**src/rtl/adder_share_pkg.sv**
```systemverilog
// Shared types and helpers for the round-robin adder-sharing arbiter.
// Holds the result-register state encoding, default sizes and pointer advance.
package adder_share_pkg;

    typedef enum logic {
        EMPTY = 1'b0,
        FULL  = 1'b1
    } state_t;

    localparam int DEF_DATA_W  = 8;
    localparam int DEF_NUM_REQ = 4;

    // Pointer moves to the requester just after the one granted, wrapping.
    function automatic int rr_next(input int idx, input int num_req);
        return (idx + 1 >= num_req) ? 0 : idx + 1;
    endfunction

endpackage

```
**src/rtl/adder_share_arb_if.sv**
```systemverilog
// Requester and response channels of the shared-adder arbiter.
// master = requester/consumer side, slave = arbiter side.
interface adder_share_arb_if
    import adder_share_pkg::*;
#(
    parameter int NUM_REQ = DEF_NUM_REQ,
    parameter int DATA_W  = DEF_DATA_W
);
    localparam int ID_W = $clog2(NUM_REQ);

    logic [NUM_REQ-1:0]        req_valid;
    logic [NUM_REQ-1:0]        req_ready;
    logic [NUM_REQ*DATA_W-1:0] req_a;
    logic [NUM_REQ*DATA_W-1:0] req_b;
    logic                      rsp_valid;
    logic                      rsp_ready;
    logic [DATA_W-1:0]         rsp_data;
    logic                      rsp_carry;
    logic [ID_W-1:0]           rsp_id;

    modport master (
        output req_valid, req_a, req_b, rsp_ready,
        input  req_ready, rsp_valid, rsp_data, rsp_carry, rsp_id
    );

    modport slave (
        input  req_valid, req_a, req_b, rsp_ready,
        output req_ready, rsp_valid, rsp_data, rsp_carry, rsp_id
    );

endinterface

```
**src/rtl/adder_share_arb_rr_grant.sv**
```systemverilog
// Combinational round-robin grant: first valid requester at or after i_ptr, wrapping.
// Produces a one-hot grant and its binary index; all zero when i_can_accept is low.
module rr_grant #(
    parameter int NUM_REQ = 4,
    parameter int ID_W    = $clog2(NUM_REQ)
) (
    input  logic [NUM_REQ-1:0] i_req_valid,
    input  logic [ID_W-1:0]    i_ptr,
    input  logic               i_can_accept,
    output logic [NUM_REQ-1:0] o_grant,
    output logic [ID_W-1:0]    o_idx
);

    always_comb begin : search
        int   w_j;
        logic w_found;
        o_grant = '0;
        o_idx   = '0;
        w_found = 1'b0;
        w_j     = 0;
        for (int k = 0; k < NUM_REQ; k++) begin
            w_j = int'(i_ptr) + k;
            if (w_j >= NUM_REQ) begin
                w_j = w_j - NUM_REQ;
            end
            if (!w_found && i_can_accept && i_req_valid[w_j]) begin
                w_found      = 1'b1;
                o_grant[w_j] = 1'b1;
                o_idx        = ID_W'(w_j);
            end
        end
    end

endmodule

```
**src/rtl/adder_share_arb.sv**
```systemverilog
// Round-robin shares one adder among NUM_REQ requesters; 1-cycle registered result,
// 1/cycle throughput, no grant while result is held. ADDARB_SAT_EN saturates on carry.
module adder_share_arb
    import adder_share_pkg::*;
#(
    parameter int NUM_REQ = DEF_NUM_REQ,
    parameter int DATA_W  = DEF_DATA_W
) (
    input logic               clk,
    input logic               rst,
    adder_share_arb_if.slave  bus
);
    localparam int ID_W = $clog2(NUM_REQ);

    state_t              r_state;
    state_t              w_next_state;
    logic [ID_W-1:0]     r_ptr;
    logic [DATA_W-1:0]   r_data;
    logic                r_carry;
    logic [ID_W-1:0]     r_id;

    logic                w_can_accept;
    logic [NUM_REQ-1:0]  w_grant;
    logic [ID_W-1:0]     w_idx;
    logic                w_xfer;
    logic [DATA_W-1:0]   w_a;
    logic [DATA_W-1:0]   w_b;
    logic [DATA_W:0]     w_sum;
    logic [DATA_W-1:0]   w_data;

    // Grants are suppressed during reset so nothing is accepted while state is cleared.
    assign w_can_accept = !rst && ((r_state == EMPTY) || bus.rsp_ready);

    rr_grant #(
        .NUM_REQ (NUM_REQ),
        .ID_W    (ID_W)
    ) u_rr_grant (
        .i_req_valid  (bus.req_valid),
        .i_ptr        (r_ptr),
        .i_can_accept (w_can_accept),
        .o_grant      (w_grant),
        .o_idx        (w_idx)
    );

    assign w_xfer        = |w_grant;
    assign bus.req_ready = w_grant;

    always_comb begin
        w_a = '0;
        w_b = '0;
        for (int i = 0; i < NUM_REQ; i++) begin
            if (w_grant[i]) begin
                w_a = bus.req_a[i*DATA_W +: DATA_W];
                w_b = bus.req_b[i*DATA_W +: DATA_W];
            end
        end
    end

    assign w_sum = {1'b0, w_a} + {1'b0, w_b};

`ifdef ADDARB_SAT_EN
    assign w_data = w_sum[DATA_W] ? '1 : w_sum[DATA_W-1:0];
`else
    assign w_data = w_sum[DATA_W-1:0];
`endif

    always_ff @(posedge clk or posedge rst) begin
        if (rst) begin
            r_state <= EMPTY;
        end else begin
            r_state <= w_next_state;
        end
    end

    always_comb begin
        w_next_state = r_state;
        case (r_state)
            EMPTY:   if (w_xfer) w_next_state = FULL;
            FULL:    if (bus.rsp_ready && !w_xfer) w_next_state = EMPTY;
            default: w_next_state = EMPTY;
        endcase
    end

    always_ff @(posedge clk or posedge rst) begin
        if (rst) begin
            r_ptr   <= '0;
            r_data  <= '0;
            r_carry <= 1'b0;
            r_id    <= '0;
        end else if (w_xfer) begin
            r_ptr   <= ID_W'(rr_next(int'(w_idx), NUM_REQ));
            r_data  <= w_data;
            r_carry <= w_sum[DATA_W];
            r_id    <= w_idx;
        end
    end

    assign bus.rsp_valid = (r_state == FULL);
    assign bus.rsp_data  = r_data;
    assign bus.rsp_carry = r_carry;
    assign bus.rsp_id    = r_id;

endmodule

```
**src/flat_wrapper.sv**
```systemverilog
// flat-port wrapper written by rule: the top's interface ports become plain ports
module adder_share_arb_flat import adder_share_pkg::*;
#(
    parameter int NUM_REQ = DEF_NUM_REQ,
    parameter int DATA_W  = DEF_DATA_W
)
  (clk, rst, bus_req_valid, bus_req_a, bus_req_b, bus_rsp_ready, bus_req_ready, bus_rsp_valid, bus_rsp_data, bus_rsp_carry, bus_rsp_id);
  adder_share_arb_if #(.NUM_REQ(NUM_REQ), .DATA_W(DATA_W)) bus_i ();
  input logic clk;
  input logic rst;
  input wire logic [$bits(bus_i.req_valid)-1:0] bus_req_valid;
  input wire logic [$bits(bus_i.req_a)-1:0] bus_req_a;
  input wire logic [$bits(bus_i.req_b)-1:0] bus_req_b;
  input wire logic [$bits(bus_i.rsp_ready)-1:0] bus_rsp_ready;
  output wire logic [$bits(bus_i.req_ready)-1:0] bus_req_ready;
  output wire logic [$bits(bus_i.rsp_valid)-1:0] bus_rsp_valid;
  output wire logic [$bits(bus_i.rsp_data)-1:0] bus_rsp_data;
  output wire logic [$bits(bus_i.rsp_carry)-1:0] bus_rsp_carry;
  output wire logic [$bits(bus_i.rsp_id)-1:0] bus_rsp_id;
  assign bus_i.req_valid = bus_req_valid;
  assign bus_i.req_a = bus_req_a;
  assign bus_i.req_b = bus_req_b;
  assign bus_i.rsp_ready = bus_rsp_ready;
  assign bus_req_ready = bus_i.req_ready;
  assign bus_rsp_valid = bus_i.rsp_valid;
  assign bus_rsp_data = bus_i.rsp_data;
  assign bus_rsp_carry = bus_i.rsp_carry;
  assign bus_rsp_id = bus_i.rsp_id;
  adder_share_arb #(.NUM_REQ(NUM_REQ), .DATA_W(DATA_W)) u_core (.clk(clk), .rst(rst), .bus(bus_i));
endmodule
```
**config.mk**
```make
export PLATFORM = sky130hd
export DESIGN_NAME = adder_share_arb_flat
export DESIGN_NICKNAME = d
export VERILOG_FILES = /design/src/rtl/adder_share_pkg.sv /design/src/rtl/adder_share_arb_if.sv /design/src/rtl/adder_share_arb_rr_grant.sv /design/src/rtl/adder_share_arb.sv /design/src/flat_wrapper.sv
export SDC_FILE = /design/constraint.sdc
export NUM_CORES = 1
export LEC_CHECK = 0
export CORE_ASPECT_RATIO = 1.4
export CORE_UTILIZATION = 37
export CTS_CLUSTER_DIAMETER = 100
export CTS_CLUSTER_SIZE = 24
export DETAILED_ROUTE_END_ITERATION = 8
export PLACE_DENSITY = 0.8
export REMOVE_ABC_BUFFERS = 1
export SLEW_MARGIN = 20
export SYNTH_ARGS = -nofsm -noshare
export SYNTH_HDL_FRONTEND = slang
export SYNTH_HIERARCHICAL = 1
export SYNTH_SLANG_ARGS = --single-unit
```
**constraint.sdc**
```tcl
create_clock -name clk -period 4.4 [get_ports clk]
set_input_delay 0.66 -clock clk [delete_from_list [all_inputs] [get_ports clk]]
set_output_delay 0.66 -clock clk [all_outputs]
set_load 0.01 [all_outputs]
```
==> results of run 1 <==
[worst paths after layout]
check / to / startpoint / slack, ps / depth (start not counted)
min in group asynchronous: u_core/bus.rsp_data[6] / rst / 800 / 3
hold / removal: u_core/bus.rsp_data[6] / u_core/bus.rsp_data[6] / 490 / 2
max in group asynchronous: u_core/bus.rsp_data[2] / rst / 3420 / 3
hold reg to reg: u_core/bus.rsp_data[6] / u_core/bus.rsp_data[6] / 490 / 2
setup / recovery: u_core/bus.rsp_data[4] / bus_req_valid[3] / 220 / 17
setup reg to reg: u_core/bus.rsp_data[4] / u_core/r_ptr[1] / 360 / 18
[registers in the layout, indices dropped and copies added (netlist names)]
signal	cells
u_core/r_ptr	2
u_core/bus.rsp_data	8
u_core/bus.rsp_carry	1
u_core/bus.rsp_id	2
u_core/bus.rsp_valid	1
[stage by stage]
step | cells | setup WS [ps]
global placement | 383 | -151
global route | 387 | 3.77
finish | 387 | 216
floorplan | 194 | -716
detailed placement | 383 | -263
CTS | 386 | 78.5
[layout by cell type (no fill, tap or decap), types with 4 or more instances in the layout]
cell	count
clkdlybuf4s50_1	85
buf_4	42
a21oi_1	27
nand2_1	19
o22ai_1	15
ha_1	15
a22oi_1	14
dfrtp_1	14
o21ai_0	8
inv_1	7
nor2_1	6
nor2b_1	6
o211ai_1	4
a211oi_1	4
nand3b_1	4
a221o_1	4
[worst max-delay path: stages]
cell	delay, ps
clkdlybuf4s50_1	430
mux4_2	490
or3_4	400
a2111oi_4	300
buf_4	190
a221o_1	160
nand2_1	50
buf_4	160
o22ai_1	120
a21oi_1	60
ha_2	210
fa_2	350
buf_4	150
a21o_1	160
a21oi_1	160
xor2_1	150
o21ai_0	80
[routing by layer]
metal	vias to the layer above	wire, microns
li1	1036	-
met1	957	2230
met2	82	2890
met3	14	383
met4	0	167
met5	-	0
[final cells by class]
| class | instances | area [sq um] | share of cell area (%) |
|---|---|---|---|
| well taps | 62 | 77.6 | 2.60 |
| flip-flops and latches | 14 | 350 | 11.7 |
| multi-input cells | 172 | 1310 | 43.8 |
| inverters | 8 | 30.0 | 1.01 |
| clock buffers | 3 | 41.3 | 1.38 |
| repair buffers | 128 | 1180 | 39.5 |
[repair_timing]
action | CTS | global route
endpoints found under the setup margin | 1 | 5
resized for setup | 1 | 11
buffers inserted | 0 | 1
pin swaps | 0 | 3
gates cloned | 0 | 0
[logic make-up (layout without fill, tap and decap cells)]
group / Yosys count / after routing / synth area share (%)
AO/OA/AOI/OAI: 93 / 93 / 35.2
AND/OR/NAND/NOR: 47 / 47 / 15.3
buffers and inverters: 20 / 139 / 5.64
adder cells (fa/ha/maj): 17 / 17 / 12.7
flip-flops: 14 / 14 / 20.2
multiplexers: 11 / 11 / 8.89
XOR/XNOR: 4 / 4 / 2.02
[where the power goes]
group	switching [mW]	total (mW)	internal (mW)
logic	0.931	1.90	0.973
registers	0.0296	0.226	0.197
clock network	0.0431	0.104	0.0605
total	1.00	2.23	1.23
==> results.yml, run 1 <==
outcome:
  status: "complete, no violations"
power_and_ir_drop:
  power.total_mw: 2.23
  p_leak_nw: 1.25
  ir_worst_vdd_mv: 0.431
  power_density_nw_per_um2: 748
cts:
  path_clk_slew_ps: 60
  root_buffer: "clkbuf_8"
  cts_max_path_buffers: 2
  cts_tree: "yes"
  cts_sinks: 14
  worstSkewPairLatency_ps: 240
  htree_levels: 1
  cts_made_buffers: 3
  postCtsHoldBufs: 0
global_route:
  grt_pass1_vias: 2040
  grt_max_degree: 26
  grt-ovfl-total: 0
  top_usage_layer: "met2"
  grtUsageMet3_pct: 2.80
  grt.total_usage_pct: 22.2
  use_met1_pct: 25.5
  grt_util_met2_pct: 39.9
  grt_pass1_wl_microns: 8820
  antenna_found_initial: 0
timing:
  hold_viol_final: 0
  finalHoldWorstSlack_ps: 488
  finalCritPeriodShare_pct: 95.1
  slew_viol_final: 0
  rsz0062_at_grt: "false"
  worst_pin_slew_ps: 448
  setup_tns_ps: 0
  clock_skew_ps: 2.66
  fin_crit_ps: 4180
  setup_viol: 0
  clock.fmax_ghz: 0.239
  max-slew-margin-rel_pct: 70.1
placement:
  io_buffers: 86
  place.gp.congestion: 0.916
  place_hpwl_microns: 4610
  dpl-instance-area_sq_um: 2910
critical_path:
  path_class: "input port to flip-flop"
  worstPathArrival_ps: 4300
  required_ps: 4520
  crit_fanout: 9
  crit_path_end_kind: "flip-flop"
  start_kind: "input port"
routing:
  ant_nets: 0
  wire_per_inst_microns: 14.6
  drc: 0
  first_iter_violations: 95
  wl_microns: 5670
  drtPass1Iterations: 4
  vias: 2089
  viasPerCell: 5.40
synthesis:
  synth_edf_count: 0
  synth_top_area_share_pct: 20.2
  synth.area.top_cells: "dfrtp_1 20%, ha_1 12%, a21oi_1 8.4%, a22oi_1 6.1%, o22ai_1 5.4%"
  synth_top_area_cell: "dfrtp_1"
  synth_ff_type: "dfrtp_1"
  synth-warning-count: 6
  async_reset_ff_share_pct: 100
  avgSynthCellArea_sq_um: 8.40
  synth_area_sq_um: 1730
  synth_seq_area_share_pct: 20.2
  synth-seq-cells: 14
  ys_top_cells_by_count: "29 x a21oi_1, 19 x nand2_1, 16 x ha_1, 15 x o22ai_1"
  yosysMostFrequentCell: "a21oi_1"
  synthDistinctLibCells: 39
  syn_inst: 206
layout:
  num-nets-final: 415
  n_fill_cell: 385
  synthToLayoutAreaGrowth_pct: 72.5
  final_core_util_pct: 66.4
  antennaDiodeCount: 0
  layout-drive-gt1-share_pct: 19.4
  final_area_sq_um: 2990
floorplanning:
  initial_utilization_pct: 38.5
  io_pins: 87
  coreArea_sq_um: 4500
  die_h_microns: 82.9
  die_area_sq_um: 4960
  rows: 29
  dieWidth_microns: 59.8
min_path:
  hold_class: "flip-flop to flip-flop"
job:
  cap_violations: 0
(Power assumes the default switching activity.)
==> inputs of run 2 (changes only) <==
--- a/config.mk
+++ b/config.mk
@@ -10,9 +10,10 @@
 export CTS_CLUSTER_DIAMETER = 100
 export CTS_CLUSTER_SIZE = 24
 export DETAILED_ROUTE_END_ITERATION = 8
+export GPL_ROUTABILITY_DRIVEN = 0
 export PLACE_DENSITY = 0.8
 export REMOVE_ABC_BUFFERS = 1
-export SLEW_MARGIN = 20
+export SLEW_MARGIN = 10
 export SYNTH_ARGS = -nofsm -noshare
 export SYNTH_HDL_FRONTEND = slang
 export SYNTH_HIERARCHICAL = 1
==> results of run 2 <==
Final layout, timing and power as in run 1 (identical DEF).
==> inputs of run 3 (changes only) <==
--- a/config.mk
+++ b/config.mk
@@ -5,13 +5,15 @@
 export SDC_FILE = /design/constraint.sdc
 export NUM_CORES = 1
 export LEC_CHECK = 0
+export ABC_AREA = 1
 export CORE_ASPECT_RATIO = 1.4
-export CORE_UTILIZATION = 37
+export CORE_UTILIZATION = 50
 export CTS_CLUSTER_DIAMETER = 100
 export CTS_CLUSTER_SIZE = 24
 export DETAILED_ROUTE_END_ITERATION = 8
+export DONT_BUFFER_PORTS = 1
 export GPL_ROUTABILITY_DRIVEN = 0
-export PLACE_DENSITY = 0.8
+export PLACE_DENSITY = 0.7
 export REMOVE_ABC_BUFFERS = 1
 export SLEW_MARGIN = 10
 export SYNTH_ARGS = -nofsm -noshare
==> run 3 against run 2 <==
Effect of this change: clock power is essentially flat; wire length shrank 17%; sequential cell count is the same; fmax grew 4.5%; first-iteration DRC count shrank 48%; synthesized area grew 4.2%; sequential share of layout area grew 7.6 points.
==> results.yml, run 3 <==
layout:
  multiInputGateArea_sq_um: 1270
  antennaDiodeCount: 0
  seq_area_sq_um: 350
  largest_reg_flops: 8
  n_fill_cell: 352
  layout-drive-gt1-share_pct: 10.2
  synthToLayoutAreaGrowth_pct: 0.694
  layout_common_cells: "71 x nand2_1, 32 x nand3_1, 22 x inv_1, 17 x a21oi_1"
  final_common_cell: "nand2_1"
  num-nets-final: 345
synthesis:
  synth_ff_type: "dfrtp_1"
  synthDistinctLibCells: 29
  avgSynthCellArea_sq_um: 6.91
  async_reset_ff_share_pct: 100
  synth.area.top_cells: "dfrtp_1 19%, nand2_1 15%, ha_1 11%, nand3_1 8.9%, o22ai_1 5.6%"
  synth_edf_count: 0
  yosysMostFrequentCell: "nand2_1"
  synth_seq_area_share_pct: 19.4
  syn_inst: 261
  ys_top_cells_by_count: "71 x nand2_1, 32 x nand3_1, 22 x inv_1, 17 x a21oi_1"
  synth_area_sq_um: 1800
  synth_top_area_share_pct: 19.4
  synth_top_area_cell: "dfrtp_1"
  synth-seq-cells: 14
  synth-warning-count: 6
timing:
  worst_pin_slew_ps: 545
  rsz0062_at_grt: "false"
  setup_tns_ps: 0
  slew_viol_final: 0
  fin_crit_ps: 4000
  clock.fmax_ghz: 0.250
  max-slew-margin-rel_pct: 63.6
  setup_viol: 0
  clock_skew_ps: 2.55
  finalCritPeriodShare_pct: 91.0
  hold_viol_final: 0
global_route:
  grt_max_degree: 19
  grt_pass1_vias: 1763
  antenna_found_initial: 0
  grt-ovfl-total: 0
  grt.total_usage_pct: 26.8
  grt_pass1_wl_microns: 7820
routing:
  wire_per_inst_microns: 16.0
  drc: 0
  vias: 1805
  viasPerCell: 6.12
  wl_microns: 4710
  drtPass1Iterations: 4
  ant_nets: 0
  first_iter_violations: 49
power_and_ir_drop:
  p_comb_share_pct: 80.0
  power.total_mw: 1.89
  p_seq_share_pct: 14.6
  clockPowerShare_pct: 5.4
  p_leak_nw: 0.909
  power_density_nw_per_um2: 1040
  ir_worst_vdd_mv: 0.583
  power.internal_mw: 0.800
  power_switching_mw: 1.09
  p_sw_share_pct: 57.8
min_path:
  hold_class: "input port to async pin"
critical_path:
  crit_path_end_kind: "flip-flop"
  crit_fanout: 17
  path_class: "flip-flop to flip-flop"
  rrSetupSlack_ps: 400
  required_ps: 4530
  start_kind: "flip-flop"
  worstPathArrival_ps: 4130
job:
  cap_violations: 0
floorplanning:
  io_pins: 87
  dieWidth_microns: 52.8
  initial_utilization_pct: 52.9
  coreArea_sq_um: 3410
  rows: 25
  die_area_sq_um: 3850
  die_h_microns: 73.1
cts:
  root_buffer: "clkbuf_8"
  path_clk_slew_ps: 60
  htree_levels: 1
  post_cts_buffers: 0
  post_cts_resized: 0
  cts_sinks: 14
  worstSkewPairLatency_ps: 240
  postCtsHoldBufs: 0
  cts_made_buffers: 3
  cts_tree: "yes"
  cts_max_path_buffers: 2
placement:
  place_hpwl_microns: 3740
  io_buffers: 0
outcome:
  status: "complete, no violations"
run 3: cell count changes after synthesis, moves of 6 or more:
cell / change
nand2_1: +52
nand3_1: +31
inv_1: +14
a21oi_1: -12
o21ai_0: -9
a211oi_1: -6
nor2b_1: -6
run 3: worst paths after layout:
path	from	to	cells past startpoint
setup / recovery	u_core/r_ptr[0]	u_core/bus.rsp_data[6]	20
hold / removal	rst	u_core/r_ptr[1]	1
setup reg to reg	u_core/r_ptr[0]	u_core/bus.rsp_data[6]	20
hold reg to reg	u_core/bus.rsp_id[0]	u_core/bus.rsp_id[0]	2
max in group asynchronous	rst	u_core/bus.rsp_carry	1
min in group clk	bus_rsp_ready	u_core/bus.rsp_valid	1
run 3: kinds of logic after synthesis:
family,after synthesis,synth area share [%]
AND/OR/NAND/NOR,139,39.2
adder cells (fa/ha/maj),17,12.2
XOR/XNOR,1,0.486
AO/OA/AOI/OAI,54,18.5
flip-flops,14,19.4
buffers and inverters,36,10.2
run 3: routing by layer:
metal / global-route usage (%) / wire length [microns] / up-vias
met5: 0 / 0 / -
met4: 5.56 / 68 / 0
met3: 5.21 / 266 / 8
met2: 50.5 / 2650 / 70
met1: 30.1 / 1730 / 839
li1: - / - / 888
run 3: through the flow:
stage               hold slack, ps  area, sq um  worst slack [ps]  util [%]  std cells
floorplan                      509         1720               709         -        251
global placement               528         1770               471      52.0        292
CTS                            359         1820               424      53.2        295
finish                         347         1820               398      53.2        295
detailed placement             530         1770               438      52.0        292
global route                   389         1820              30.5      53.2        295
run 3: critical path, cell delays in order, from the launching register on:
cell and delay, ps:
dfrtp_1 580, inv_2 180, ha_1 380, inv_1 120
nand3_1 80, nand2_1 160, nor2_8 70, nand3_1 80
nand3_1 230, inv_2 320, nand2_2 260, o22ai_1 190
a21oi_1 60, ha_1 240, fa_1 410, nand2_1 90
nand2_1 90, nand3_1 110, nand3b_1 80, nand3_1 90
nand2_1 50
run 3: power by group through the flow:
stage	clock network (mW)	logic, mW	registers (mW)
4_1_cts	0.106	1.52	0.278
3_5_place_dp	0	1.51	0.280
5_1_grt	0.112	1.74	0.286
3_3_place_gp	0	1.49	0.279
6_report	0.103	1.51	0.276
2_1_floorplan	0	1.20	0.261
run 3: final cells by class:
class / instances / share of cell area, %
flip-flops and latches: 14 / 19.3
well taps: 40 / 2.76
clock buffers: 3 / 2.27
inverters: 26 / 5.38
repair buffers: 1 / 0.414
multi-input cells: 211 / 69.9
